[config.mk]
export PLATFORM = sky130hd
export DESIGN_NAME = vram_cpu_port
export DESIGN_NICKNAME = d
export VERILOG_FILES = /design/src/rtl/huc6270_pkg.sv /design/src/rtl/vram_cpu_port.sv
export SDC_FILE = /design/constraint.sdc
export NUM_CORES = 1
export LEC_CHECK = 0
export BUFFER_PORTS_ARGS = -buffer_cell sky130_fd_sc_hd__buf_2
export CORE_ASPECT_RATIO = 1.75
export CORE_MARGIN = 4
export CORE_UTILIZATION = 59
export CTS_CLUSTER_DIAMETER = 30
export DETAILED_ROUTE_END_ITERATION = 7
export GPL_ROUTABILITY_DRIVEN = 0
export PLACE_DENSITY_LB_ADDON = 0.2
export SLEW_MARGIN = 20
export SYNTH_ARGS = -nofsm -noshare
export SYNTH_HDL_FRONTEND = slang
export SYNTH_SLANG_ARGS = --single-unit
export TNS_END_PERCENT = 100
[constraint.sdc]
create_clock -name clock -period 3.6 [get_ports clock]
set_clock_uncertainty 0.15 [all_clocks]
set_input_delay 0.9 -clock clock [delete_from_list [all_inputs] [get_ports clock]]
set_output_delay 0.9 -clock clock [all_outputs]
set_load 0.05 [all_outputs]
[src/rtl/huc6270_pkg.sv]
// Shared types and helpers for the HuC6270 VRAM CPU port.
//   vdc_reg_t          : VDC address-register codes handled by the port
//   vram_port_state_t  : VRAM cycle sequencer states
//   incr_step()        : CR[12:11] auto-increment decode
package huc6270_pkg;

  localparam int unsigned ADDR_W   = 16;
  localparam int unsigned DATA_W   = 16;
  localparam int unsigned READ_LAT = 1;

  typedef enum logic [4:0] {
    REG_MAWR  = 5'h00,
    REG_MARR  = 5'h01,
    REG_VDATA = 5'h02
  } vdc_reg_t;

  typedef enum logic [1:0] {
    IDLE,
    RD_REQ,
    RD_WAIT,
    WR_REQ
  } vram_port_state_t;

  // Auto-increment step selected by CR[12:11].
  function automatic logic [ADDR_W-1:0] incr_step(input logic [1:0] sel);
    logic [ADDR_W-1:0] step;
    case (sel)
      2'b00:   step = ADDR_W'(1);
      2'b01:   step = ADDR_W'(32);
      2'b10:   step = ADDR_W'(64);
      default: step = ADDR_W'(128);
    endcase
    return step;
  endfunction

endpackage

[src/rtl/vram_cpu_port.sv]
// CPU-side VRAM access port of the HuC6270 VDC.
// Converts host byte accesses to MAWR/MARR/VWR/VRR into single-word VRAM
// read/write cycles with auto-increment, arbitrated by vram_req/vram_gnt.
// Ports:
//   clock, reset                 : system clock, synchronous active-high reset
//   host_wr/host_rd              : 1-cycle host access pulses
//   host_reg/host_hi/host_wdata  : register select, byte select, write byte
//   host_rdata                   : registered read byte (valid cycle after host_rd)
//   incr_sel                     : CR[12:11] auto-increment select
//   busy, overrun                : cycle in progress / sticky dropped-command flag
//   vram_req, vram_gnt           : slot request / arbiter grant (may be same-cycle)
//   MA, re, we, MD_wr, MD_rd     : VRAM address, strobes, write and read data
module vram_cpu_port #(
  parameter int unsigned ADDR_W   = huc6270_pkg::ADDR_W,
  parameter int unsigned DATA_W   = huc6270_pkg::DATA_W,
  parameter int unsigned READ_LAT = huc6270_pkg::READ_LAT
) (
  input  logic              clock,
  input  logic              reset,
  input  logic              host_wr,
  input  logic              host_rd,
  input  logic [4:0]        host_reg,
  input  logic              host_hi,
  input  logic [7:0]        host_wdata,
  output logic [7:0]        host_rdata,
  input  logic [1:0]        incr_sel,
  output logic              busy,
  output logic              overrun,
  output logic              vram_req,
  input  logic              vram_gnt,
  output logic [ADDR_W-1:0] MA,
  output logic              re,
  output logic              we,
  output logic [DATA_W-1:0] MD_wr,
  input  logic [DATA_W-1:0] MD_rd
);

  import huc6270_pkg::*;

  localparam int unsigned LAT_W = (READ_LAT > 1) ? $clog2(READ_LAT) : 1;

  vram_port_state_t  state, state_next;
  logic [ADDR_W-1:0] mawr, marr, step_q;
  logic [DATA_W-1:0] vwr, vrr;
  logic [LAT_W-1:0]  lat_cnt;

  logic is_idle, wr_take, rd_take, drop;
  logic start_wr, start_rd, rd_incr, lat_done;

  // Command decode: accept only in IDLE, write wins over a simultaneous read.
  always_comb begin
    is_idle  = (state == IDLE);
    wr_take  = is_idle && host_wr;
    rd_take  = is_idle && host_rd && !host_wr;
    drop     = (!is_idle && (host_wr || host_rd)) || (is_idle && host_wr && host_rd);
    start_wr = wr_take && (host_reg == REG_VDATA) && host_hi;
    rd_incr  = rd_take && (host_reg == REG_VDATA) && host_hi;
    start_rd = (wr_take && (host_reg == REG_MARR) && host_hi) || rd_incr;
    lat_done = (lat_cnt == LAT_W'(READ_LAT - 1));
  end

  // State register.
  always_ff @(posedge clock) begin
    if (reset) state <= IDLE;
    else       state <= state_next;
  end

  // Next-state logic.
  always_comb begin
    state_next = state;
    case (state)
      IDLE: begin
        if (start_wr)      state_next = WR_REQ;
        else if (start_rd) state_next = RD_REQ;
      end
      RD_REQ:  if (vram_gnt) state_next = RD_WAIT;
      RD_WAIT: if (lat_done) state_next = IDLE;
      WR_REQ:  if (vram_gnt) state_next = IDLE;
      default: state_next = IDLE;
    endcase
  end

  // VRAM-side outputs; strobes follow the grant in the request states.
  always_comb begin
    vram_req = 1'b0;
    re       = 1'b0;
    we       = 1'b0;
    MA       = '0;
    MD_wr    = '0;
    case (state)
      RD_REQ: begin
        vram_req = 1'b1;
        MA       = marr;
        re       = vram_gnt;
      end
      WR_REQ: begin
        vram_req = 1'b1;
        MA       = mawr;
        MD_wr    = vwr;
        we       = vram_gnt;
      end
      default: ;
    endcase
  end

  assign busy = !is_idle;

  // Host-visible registers, address pointers and read-latency counter.
  always_ff @(posedge clock) begin
    if (reset) begin
      mawr       <= '0;
      marr       <= '0;
      vwr        <= '0;
      vrr        <= '0;
      step_q     <= '0;
      lat_cnt    <= '0;
      host_rdata <= '0;
      overrun    <= 1'b0;
    end else begin
      if (drop) overrun <= 1'b1;

      if (wr_take) begin
        case (host_reg)
          REG_MAWR: begin
            if (host_hi) mawr <= ADDR_W'({host_wdata, mawr[7:0]});
            else         mawr <= ADDR_W'({mawr[ADDR_W-1:8], host_wdata});
          end
          REG_MARR: begin
            if (host_hi) marr <= ADDR_W'({host_wdata, marr[7:0]});
            else         marr <= ADDR_W'({marr[ADDR_W-1:8], host_wdata});
          end
          REG_VDATA: begin
            if (host_hi) vwr <= DATA_W'({host_wdata, vwr[7:0]});
            else         vwr <= DATA_W'({vwr[DATA_W-1:8], host_wdata});
          end
          default: ;
        endcase
      end

      if (rd_take) begin
        if (host_reg == REG_VDATA) host_rdata <= host_hi ? vrr[15:8] : vrr[7:0];
        else                       host_rdata <= 8'h00;
      end

      // Step is frozen at trigger so a CR change mid-cycle has no effect.
      if (start_wr || start_rd) step_q <= incr_step(incr_sel);
      if (rd_incr)              marr   <= marr + incr_step(incr_sel);

      if (state == WR_REQ && vram_gnt) mawr <= mawr + step_q;

      if (state == RD_REQ) lat_cnt <= '0;
      else if (state == RD_WAIT) begin
        if (lat_done) vrr     <= MD_rd;
        else          lat_cnt <= lat_cnt + LAT_W'(1);
      end
    end
  end

endmodule

* Word-level counts from Yosys, hierarchy flattened
Cells that the tools add are included.
Operators by class: equality and inequality tests 13, reductions and logical operators 37, multiplexer cells 24, add/sub/neg operators 3, bitwise logic cells 3
Operators with widths (number):
- 2-to-1 mux 16 bit | 10
- adder 16 bit | 2
- case mux 16 bit (2 select lines) | 1
- case mux 8 bit (3 select lines) | 1
- AND reduction 3 bit | 7
- 2-to-1 mux 8 bit | 2
- logical AND 1 bit | 12
- nonzero test 2 bit | 6
- 2-to-1 mux 2 bit | 5
- case mux 2 bit (4 select lines) | 1
- equality test 2 bit (second input constant) | 3
- inequality test 2 bit (second input constant) | 3
- equality test 5 x 1 -> 1 bit (second input constant) | 1
- equality test 5 x 2 -> 1 bit (second input constant) | 1
- logical NOT 5 bit | 1
- equality test 2 x 1 -> 1 bit (second input constant) | 2
- logical NOT 2 bit | 2
- logical OR 1 bit | 4
- 2-to-1 mux 1 bit | 4
- inequality test 2 x 1 -> 1 bit (second input constant) | 2
- AND reduction 4 bit | 1
- OR reduction 2 bit | 2
- inequality test 3 x 1 -> 1 bit (second input constant) | 1
- inverter 1 bit | 3
- other kinds (2) | 3
Word-level totals: register bits 92

* Depth between registers and ports, before layout
depth after elaboration 9, mapped depth 8

* Worst setup path before layout
OpenSTA, ideal clock, no wires.
path kind register to output, start register state[1], end output port MA[0], path buffers 2, cell stages (with the launch flop) 5, setup slack 0.618 ns, data arrival time 1.932 ns, cell sequence dfxtp_1 buf_2 buf_1 mux2i_1 nor2b_1
On the way: word-level cells in the longest chain between the ends 2, elaborated cells between the ends (all ways) 3, classes of those cells 2 x eq/ne; 1 x mux
RTL lines:
- from (decl) | line vram_cpu_port.sv:42 | vram_port_state_t state, state_next;
- from (signal assigned) | line vram_cpu_port.sv:65 | else state <= state_next;
- equality test 2 bit / equality test 2 x 1 -> 1 bit (equally long branches) | line vram_cpu_port.sv:90 | case (state)
- case mux 16 bit (2 select lines) * | line vram_cpu_port.sv:90
- to (decl) | line vram_cpu_port.sv:31 | output logic [ADDR_W-1:0] MA,
Mark *: on every way between the ends. The rest lies on a longest branch, timed or not.

* Worst setup path after layout
start register state[1], end output port MA[6]
Same word-level chain as after synthesis.

==> insert_results.sql <==
INSERT INTO impl_metrics (metric_group, metric, value, unit) VALUES
('timing', 'slew_viol_final', '0', ''),
('cells_and_area', 'design.final.nets', '636', ''),
('global_route', 'grt_pass1_vias', '4117', ''),
('global_route', 'antenna_found_initial', '0', ''),
('placement', 'post_place_cells', '664', ''),
('timing', 'slew-limit-headroom', '0.493', ''),
('power', 'p_seq_frac', '0.434', ''),
('yosys', 'most_frequent_cell_after_synthesis', 'dfxtp_1', ''),
('worst_setup_path', 'timing.critical_path.from_type', 'register', ''),
('clock_tree', 'postCtsSetupRepairBufs', '0', ''),
('floorplan', 'ioPinCount', '82', ''),
('yosys', 'synth.top_cells.by_count', 'dfxtp_1, nor2_1, nand2_1', ''),
('cells_and_area', 'fillCellCount', '592', ''),
('global_route', 'grt_overflow_total', '0', ''),
('yosys', 'post_synth.cell_area_avg', '8.32', 'µm²'),
('power', 'power.static_leakage', '2.23', 'nW'),
('yosys', 'synth.ff_latch_count', '79', ''),
('clock_tree', 'worstSkewPairLatency', '0.34', 'ns'),
('power', 'vdd_drop_max', '327', 'µV'),
('floorplan', 'initial_core_util', '0.603', ''),
('detailed_routing', 'firstDrtPassIters', '6', ''),
('timing', 'timing.final.setup_violations', '0', ''),
('worst_setup_path', 'path_max_fanout', '21', ''),
('hold_path', 'worstHoldPathType', 'register to register', ''),
('clock_tree', 'root_buffer', 'clkbuf_16', ''),
('detailed_routing', 'postRouteAntennaNets', '0', ''),
('worst_setup_path', 'worst_ep_arrival_time', '2.18', 'ns'),
('yosys', 'synthesized_nets', '568', ''),
('yosys', 'synth-async-reset-ratio', '0', ''),
('detailed_routing', 'vias', '4171', ''),
('timing', 'finalCritPeriodShare', '0.897', ''),
('cells_and_area', 'antenna_cells', '0', ''),
('cells_and_area', 'post_route_cells_drive_above_1_share', '0.212', ''),
('yosys', 'synth_top_cell_area_share', '0.365', ''),
('yosys', 'synth-main-ff-cell', 'dfxtp_1', ''),
('timing', 'clock.fmax', '310', 'MHz'),
('floorplan', 'dieArea', '8830', 'µm²'),
('clock_tree', 'h-tree-depth', '3', ''),
('power', 'power_switching', '0.443', 'mW'),
('worst_setup_path', 'critPathCaptureType', 'output pin', ''),
('floorplan', 'die-height', '121', 'µm'),
('clock_tree', 'cts_tree', 'yes', ''),
('global_route', 'wire_length_of_the_first_global_routing_pass', '19400', 'µm'),
('power', 'comb_power_share', '0.059', ''),
('timing', 'setup_repair_after_global_routing_missed_its_margin', 'no', ''),
('power', 'power.switching_fraction', '0.217', ''),
('yosys', 'count_of_flip_flops_with_a_built_in_enable_after_synthesis', '0', ''),
('yosys', 'post-synth-top-area-cell', 'dfxtp_1', ''),
('power', 'clock_power_frac', '0.507', ''),
('power', 'internal_power', '1.59', 'mW'),
('clock_tree', 'tritoncts.num_buffers', '9', ''),
('floorplan', 'core-area', '7180', 'µm²'),
('detailed_routing', 'dr.first_iter.drc_count', '265', ''),
('placement', 'portBuffers', '81', ''),
('detailed_routing', 'via_density', '6.14', ''),
('worst_setup_path', 'cp.required', '2.55', 'ns'),
('floorplan', 'die_width', '72.8', 'µm'),
('yosys', 'post_synth_main_area_contributors', 'dfxtp_1, mux2i_1, a21oi_1', ''),
('global_route', 'globalRouteTotalUtil', '0.285', ''),
('global_route', 'pin_count_of_the_biggest_net_entering_global_routing', '40', ''),
('timing', 'period_needed', '3.23', 'ns'),
('floorplan', 'rows', '41', ''),
('timing', 'transition_time_of_the_tightest_slew_check_pin', '0.761', 'ns'),
('clock_tree', 'clkSlewWorstSetupHoldPaths', '0.06', 'ns'),
('cells_and_area', 'layout_area_overhead', '18.1', '%'),
('clock_tree', 'cts_max_path_buffers', '2', ''),
('timing', 'fin_setup_tns', '0', 'ns'),
('power', 'power.density', '398', 'nW/µm²'),
('yosys', 'syn-instance-count', '521', ''),
('detailed_routing', 'route.detailed.wl_per_inst', '17.9', 'µm'),
('clock_tree', 'cts_resized', '0', ''),
('job', 'maxCapViolCount', '0', ''),
('yosys', 'yosys_warnings', '0', ''),
('yosys', 'unique_masters_post_synth', '57', ''),
('detailed_routing', 'final_wl', '12100', 'µm'),
('detailed_routing', 'drc_errors', '0', ''),
('yosys', 'seq_area_frac_synth', '0.365', ''),
('clock_tree', 'cts.sink_count', '79', ''),
('yosys', 'netlist_area', '4330', 'µm²'),
('status', 'run_status', 'completed', ''),
('clock_tree', 'post_cts_hold_buffer_count', '0', ''),
('worst_setup_path', 'critical_path_class', 'register to output pin', ''),
('placement', 'hpwlAfterDp', '8780', 'µm'),
('timing', 'hold_viol', '0', ''),
('cells_and_area', 'final_cell_count_no_fill', '679', '');
final cells by class:
| class | count | area (µm²) | area share |
|---|---|---|---|
| multi-input combinational | 399 | 2570 | 0.503 |
| tap | 86 | 108 | 0.0210 |
| inverter | 7 | 26.3 | 0.00513 |
| clock inverter | 6 | 110 | 0.0215 |
| clock buffer | 9 | 225 | 0.0440 |
| sequential | 79 | 1580 | 0.309 |
| timing repair buffer | 93 | 495 | 0.0968 |
kinds of logic after synthesis:
family / Yosys count / share of synthesized area
simple gates: 226 / 0.275
compound gates: 109 / 0.167
flops: 79 / 0.365
mux: 46 / 0.107
buf+inv: 43 / 0.0419
fa+ha+maj: 11 / 0.0312
xor+xnor: 7 / 0.0141
final timing paths:
check	startpoint	end	slack [ns]	cells after the start
hold / removal	vrr[3]$_SDFFE_PP0P_	vrr[3]$_SDFFE_PP0P_	0.30	2
setup reg to reg	state[1]$_SDFFE_PP0P_	mawr[4]$_SDFFE_PP0P_	0.71	6
hold reg to reg	vrr[3]$_SDFFE_PP0P_	vrr[3]$_SDFFE_PP0P_	0.30	2
setup / recovery	state[1]$_SDFFE_PP0P_	MA[6]	0.37	5
layout by cell type, fill, tap and decap left out, types with 5 or more instances in the layout:
master / n
a211oi_1: 7
a21oi_1: 47
a22oi_1: 6
a311oi_1: 8
and3_1: 23
buf_2: 81
buf_4: 12
clkbuf_16: 9
dfxtp_1: 79
ha_1: 10
inv_1: 7
mux2i_1: 45
nand2_1: 56
nand2b_1: 5
nand3_1: 17
nor2_1: 58
nor2b_1: 20
nor3_1: 14
o21ai_0: 11
power groups by stage:
stage | clock network (mW) | logic (mW) | registers, mW
2_1_floorplan | 0 | 0.0686 | 0.904
3_3_place_gp | 0 | 0.116 | 0.903
3_5_place_dp | 0 | 0.119 | 0.903
4_1_cts | 1.04 | 0.120 | 0.884
5_1_grt | 1.08 | 0.130 | 0.884
6_report | 1.03 | 0.120 | 0.884
routing by layer:
metal,track usage,vias up,routed length [µm],share of wire
li1,-,2003,-,-
met1,0.311,1932,4360,0.36
met2,0.485,183,6320,0.52
met3,0.0580,53,773,0.064
met4,0.186,0,668,0.055
met5,0,-,0,0
registers in the layout (all words and copies together), names as in the netlist:
| name | flops |
|---|---|
| marr | 16 |
| mawr | 16 |
| vrr | 16 |
| vwr | 16 |
| host_rdata | 8 |
| step_q | 4 |
| state | 2 |
| overrun | 1 |
critical path, cell delays in order (launching register included):
cell and delay [ns]:
dfxtp_1 0.70, buf_4 0.36, buf_4 0.24, mux2i_1 0.26
nor2b_1 0.07, buf_2 0.21
stage by stage:
| step | hold WS [ns] | util | setup slack [ns] | cell area, µm² | power [mW] |
|---|---|---|---|---|---|
| 2_1_floorplan | 0.286 | - | 0.618 | 4330 | 0.973 |
| 5_1_grt | 0.331 | 0.713 | 0.260 | 5120 | 2.09 |
| 6_report | 0.304 | 0.713 | 0.371 | 5120 | 2.04 |
| 3_5_place_dp | 0.296 | 0.666 | 0.502 | 4780 | 1.02 |
| 4_1_cts | 0.303 | 0.712 | 0.383 | 5120 | 2.04 |
| 3_3_place_gp | 0.291 | 0.666 | 0.565 | 4780 | 1.02 |
No activity file was read; power rests on OpenSTA's default activity.
